**src/rtl/ws2812_multi_fader.sv**
```systemverilog
// Per-channel random fader for a chain of WS2812 LEDs: steps every channel toward its target
// once per frame, then streams the current levels (G,R,B per LED) to the serialiser on request.
module ws2812_multi_fader #(
  parameter int LED_COUNT    = 8,
  parameter int COLOR_WIDTH  = 8,
  parameter int RANDOM_WIDTH = 16,
  parameter int STEP         = 4,
  parameter int FRAME_DIV    = 65536,
  parameter int DIM_SHIFT    = 0
) (
  input  logic                    clk_i,
  input  logic                    rst_i,
  input  logic [RANDOM_WIDTH-1:0] random_i,
  input  logic                    data_request_i,
  output logic                    trigger_o,
  output logic [COLOR_WIDTH-1:0]  color_now_o,
  output logic                    busy_o
);

  localparam int N    = 3 * LED_COUNT;
  localparam int IDXW = (N > 1) ? $clog2(N) : 1;
  localparam int TMRW = $clog2(FRAME_DIV);

  localparam logic [IDXW-1:0]      LAST_IDX = IDXW'(N - 1);
  localparam logic [TMRW-1:0]      TMR_LAST = TMRW'(FRAME_DIV - 1);
  localparam logic [COLOR_WIDTH:0] STEP_W   = (COLOR_WIDTH + 1)'(STEP);

  typedef enum logic [1:0] {
    IDLE   = 2'd0,
    UPDATE = 2'd1,
    SEND   = 2'd2
  } state_t;

  logic [COLOR_WIDTH-1:0] cur_q [N];
  logic [COLOR_WIDTH-1:0] tgt_q [N];
  state_t                 state_q;
  logic [TMRW-1:0]        timer_q;
  logic [IDXW-1:0]        idx_q;
  logic                   trigger_q;
  logic [COLOR_WIDTH-1:0] color_q;
  logic                   busy_q;

  logic [COLOR_WIDTH-1:0] cur_sel;
  logic [COLOR_WIDTH-1:0] tgt_sel;
  logic [COLOR_WIDTH:0]   up_sum;
  logic [COLOR_WIDTH:0]   down_floor;
  logic [COLOR_WIDTH-1:0] reload_lvl;
  logic [COLOR_WIDTH-1:0] cur_d;
  logic [COLOR_WIDTH-1:0] tgt_d;

  // One extra bit on the sums so a step near full scale clamps instead of wrapping.
  always_comb begin
    cur_sel    = cur_q[idx_q];
    tgt_sel    = tgt_q[idx_q];
    up_sum     = {1'b0, cur_sel} + STEP_W;
    down_floor = {1'b0, tgt_sel} + STEP_W;
    reload_lvl = random_i[COLOR_WIDTH-1:0] >> DIM_SHIFT;
    cur_d      = cur_sel;
    tgt_d      = tgt_sel;
    if (cur_sel < tgt_sel) begin
      cur_d = (up_sum > {1'b0, tgt_sel}) ? tgt_sel : up_sum[COLOR_WIDTH-1:0];
    end else if (cur_sel > tgt_sel) begin
      cur_d = ({1'b0, cur_sel} >= down_floor) ? (cur_sel - STEP_W[COLOR_WIDTH-1:0]) : tgt_sel;
    end else begin
      tgt_d = reload_lvl;
    end
  end

  always_ff @(posedge clk_i) begin
    if (rst_i) begin
      state_q   <= IDLE;
      timer_q   <= '0;
      idx_q     <= '0;
      trigger_q <= 1'b0;
      color_q   <= '0;
      busy_q    <= 1'b0;
      for (int i = 0; i < N; i++) begin
        cur_q[i] <= '0;
        tgt_q[i] <= '0;
      end
    end else begin
      trigger_q <= 1'b0;
      case (state_q)
        IDLE: begin
          if (timer_q == TMR_LAST) begin
            timer_q <= '0;
            idx_q   <= '0;
            busy_q  <= 1'b1;
            state_q <= UPDATE;
          end else begin
            timer_q <= timer_q + TMRW'(1);
          end
        end
        UPDATE: begin
          cur_q[idx_q] <= cur_d;
          tgt_q[idx_q] <= tgt_d;
          if (idx_q == LAST_IDX) begin
            idx_q     <= '0;
            trigger_q <= 1'b1;
            state_q   <= SEND;
          end else begin
            idx_q <= idx_q + IDXW'(1);
          end
        end
        SEND: begin
          // A request coinciding with the trigger pulse belongs to no frame yet.
          if (data_request_i && !trigger_q) begin
            color_q <= cur_sel;
            if (idx_q == LAST_IDX) begin
              idx_q   <= '0;
              timer_q <= '0;
              busy_q  <= 1'b0;
              state_q <= IDLE;
            end else begin
              idx_q <= idx_q + IDXW'(1);
            end
          end
        end
        default: begin
          idx_q   <= '0;
          timer_q <= '0;
          busy_q  <= 1'b0;
          state_q <= IDLE;
        end
      endcase
    end
  end

  assign trigger_o   = trigger_q;
  assign color_now_o = color_q;
  assign busy_o      = busy_q;

endmodule

```
**config.mk**
```make
export PLATFORM = sky130hd
export DESIGN_NAME = ws2812_multi_fader
export DESIGN_NICKNAME = d
export VERILOG_FILES = /design/src/rtl/ws2812_multi_fader.sv
export SDC_FILE = /design/constraint.sdc
export NUM_CORES = 1
export LEC_CHECK = 0
export CAP_MARGIN = 20
export CELL_PAD_IN_SITES_DETAIL_PLACEMENT = 0
export CELL_PAD_IN_SITES_GLOBAL_PLACEMENT = 2
export CORE_MARGIN = 2
export CORE_UTILIZATION = 48
export CTS_BUF_LIST = sky130_fd_sc_hd__clkbuf_8
export CTS_CLUSTER_SIZE = 14
export DETAILED_ROUTE_END_ITERATION = 10
export PLACE_DENSITY = 0.89
export RECOVER_POWER = 50
export SYNTH_ARGS = -nofsm -noshare
export SYNTH_HDL_FRONTEND = slang
export SYNTH_SLANG_ARGS = --single-unit
```
**constraint.sdc**
```tcl
create_clock -name clk_i -period 6.42 [get_ports clk_i]
set_input_delay 1.284 -clock clk_i [delete_from_list [all_inputs] [get_ports clk_i]]
set_output_delay 1.284 -clock clk_i [all_outputs]
set_load 0.05 [all_outputs]
```
==> reports/results.ini <==
[status]
outcome=completed

[clock_tree]
cts-hold-fix-buffers=0
post_cts_buffers=0
clock_latency_ns=0.67
cts_resized=0
root_buffer=clkbuf_8
cts_htree_levels=3
cts_buffer_depth=3
numCtsBuffers=90
cts_tree=yes
clkTransAtPathRegs_ns=0.06
cts_sinks=550

[worst_setup_path]
crit_chain=buf_4 > nor2b_1 > buf_4 > a22oi_1 > a21oi_1 > buf_4 > or4_1 > inv_1 > ha_1 > nand2_1 > xnor2_1 > ha_1 > nand3_1 > or3b_2 > o31a_1 > nor2_1 > a221oi_1 > a2111oi_4 > buf_12 > inv_1
crit_path_top_delay_cell=or4_1
critPathKind=flop to flop
cp.required_ns=6.79
crit_top_cell=buf_4
worst-r2r-cell-count=20
worstPathArrival_ns=6.22
crit_fanout=25
end_kind=flop
critical_path.max_stage_delay_ns=0.52
critPathLaunchType=flop

[place]
dp_hpwl_um=43930
pre_cts_ws_ns=0.6528
place_inst=2415
port_buffers=20
placed_area_sq_um=26210
gp_congestion=0.9102

[routing]
drt-vias-per-instance=5.975
wl_met2_um=31680
ant_nets=0
wl_per_cell_um=26.38
top_layer=met5
drt_iter0_drc=1820
first_pass_iters=6
drc=0
wirelength_met1_um=27200
num_vias=15398
wl_um=67990
wl_met3_um=6426

[floorplanning]
chipWidth_um=231.5
rows=83
die_h_um=231.5
io_pins=29
die_area_sq_um=53580
core_sq_um=51200
start_util_pct=48.52

[global_route]
grt_first_pass_wirelength_um=99470
antenna_found_initial=3
globalRouteTotalUtil_pct=25.86
overflow=0
grt_pass1_vias=15166
grt_max_degree=39

[synth]
synth-simple-area-share_pct=10.01
ys_types=68
seq_area_frac_synth_pct=64.96
synth_xor_area_share_pct=0.8463
synth_seq_cells=550
synthAdderAreaFrac_pct=1.562
async_flop_share_pct=0
synth_nets=1784
synth_mux_area_share_pct=14.02
netlist_area_sq_um=24840
synth-edff-count=512
synth_warnings=0
synth_top_area_cell=edfxtp_1
synth_top_family_by_area=multiplexers
synthTopCellsByArea=edfxtp_1 (62%), mux4_2 (9.4%), nor2_1 (5.4%), mux2i_1 (3.5%), dfxtp_1 (3.1%)
synth_top_area_share_pct=61.90
synth.avg_cell_area_sq_um=14.32
synth_compound_area_share_pct=5.234
netlist_instances=1734
synth_ff_type=edfxtp_1

[sta]
relSlewSlack_pct=12.87
fmax_ghz=0.1710
setup-violations-final=0
finalWorstSetupSlack_ns=0.5728
finalMaxSlewViolations=0
hold_viol_final=0
fin_crit_sh_pct=91.08
tns_ns=0
worst_pin_slew_ns=1.307
hold_ws_ns=0.4897
rsz0062_at_grt=false
fin_crit_ns=5.847
skew_ns=0.02767

[power]
irDropWorstVdd_v=0.0002101
p_leak_nw=9.472
finalPower_mw=8.018
power_density_nw_per_um2=289.5

[cells_and_area]
nets=1877
nFillCells=4188
stdcell_area_sq_um=27690
instances_no_fill=2577
finalCoreUtilization_pct=54.09
syn2layout_area_growth_pct=11.50
post_route_cells_drive_above_1_share_pct=17.93

[flow_run]
maxCapViolCount=0

[min_path]
min_path_type=flop to flop
whs_path_depth=2

==> Yosys cell counts (31+ instances only) <==
cell      count
nor2_1      358
buf_2        37
clkbuf_1     67
mux2i_1      88
nand2b_1     33
mux4_2      104
dfxtp_1      38
inv_1        36
nand2_1      70
a21oi_1      71
edfxtp_1    512
ha_1         31
==> power breakdown <==
part,internal (mW),switching [mW]
Clock,1.41,1.35
Combinational,0.340,0.797
Sequential,4.08,0.0392
Total,5.83,2.18
==> layout by cell type, fill, tap and decap left out, types with 7 or more instances in the layout <==
| master | count |
|---|---|
| clkinv_1 | 25 |
| inv_1 | 69 |
| xnor2_1 | 13 |
| nor2b_1 | 11 |
| clkbuf_1 | 31 |
| xor2_1 | 11 |
| buf_12 | 8 |
| nor3_1 | 12 |
| mux4_2 | 104 |
| buf_4 | 69 |
| a21oi_2 | 11 |
| mux2i_1 | 82 |
| mux2_2 | 8 |
| dfxtp_1 | 35 |
| clkbuf_8 | 93 |
| nor2_1 | 357 |
| and2_0 | 8 |
| clkdlybuf4s50_1 | 8 |
| nand2_1 | 70 |
| nand4_1 | 14 |
| a21oi_1 | 71 |
| nand3_1 | 24 |
| a22oi_1 | 30 |
| a31oi_1 | 26 |
| ha_1 | 31 |
| dlygate4sd3_1 | 12 |
| edfxtp_1 | 512 |
| o21ai_0 | 7 |
| nand2b_1 | 33 |
==> critical path, delay by kind of cell, from the launching register on <==
family / cells / cell delay, ns
flip-flops: 1 / 0.44
AO/OA/AOI/OAI: 5 / 1.07
XOR/XNOR: 1 / 0.19
AND/OR/NAND/NOR: 6 / 1.94
buffers and inverters: 6 / 1.31
adder cells (fa/ha/maj): 2 / 0.60
==> state kept, by name (all words and copies together), names as in the netlist, named ones only <==
register,count
busy_o,1
cur_q,256
state_q,2
timer_q,16
tgt_q,256
color_now_o,8
trigger_o,1
idx_q,5
==> area by class of cell <==
| cell class | instances | area (sq um) | share of cell area [%] |
|---|---|---|---|
| diodes | 1 | 2.502 | 0.009036 |
| clock buffers | 93 | 1280 | 4.622 |
| clock inverters | 68 | 322.8 | 1.166 |
| inverters | 37 | 138.9 | 0.5015 |
| multi-input cells | 1018 | 7918 | 28.59 |
| flip-flops and latches | 550 | 16140 | 58.29 |
| well taps | 680 | 850.8 | 3.072 |
| repair buffers | 130 | 1037 | 3.745 |
==> worst paths after layout <==
| kind | start | end | slack, ns |
|---|---|---|---|
| setup / recovery | flop | cur_q[27][3]$_DFFE_PP_ | 0.57 |
| hold / removal | timer_q[15]$_SDFFE_PP0P_ | timer_q[15]$_SDFFE_PP0P_ | 0.49 |
| setup reg to reg | flop | cur_q[27][3]$_DFFE_PP_ | 0.57 |
| hold reg to reg | timer_q[15]$_SDFFE_PP0P_ | timer_q[15]$_SDFFE_PP0P_ | 0.49 |
==> per-layer routing <==
metal  GRT usage [%]  vias to the layer above
met5               0                        -
met4           10.75                        2
met3           6.361                      116
met2           40.15                      774
met1           35.02                     7793
li1                -                     6713
==> kinds of logic (layout without fill, tap and decap cells) <==
kind of cell | Yosys count | count (layout)
flops | 550 | 550
buf+inv | 166 | 328
xor+xnor | 24 | 24
compound gates | 192 | 192
other cells | 0 | 1
fa+ha+maj | 31 | 31
simple gates | 564 | 564
mux | 207 | 207
(Power assumes the default switching activity.)
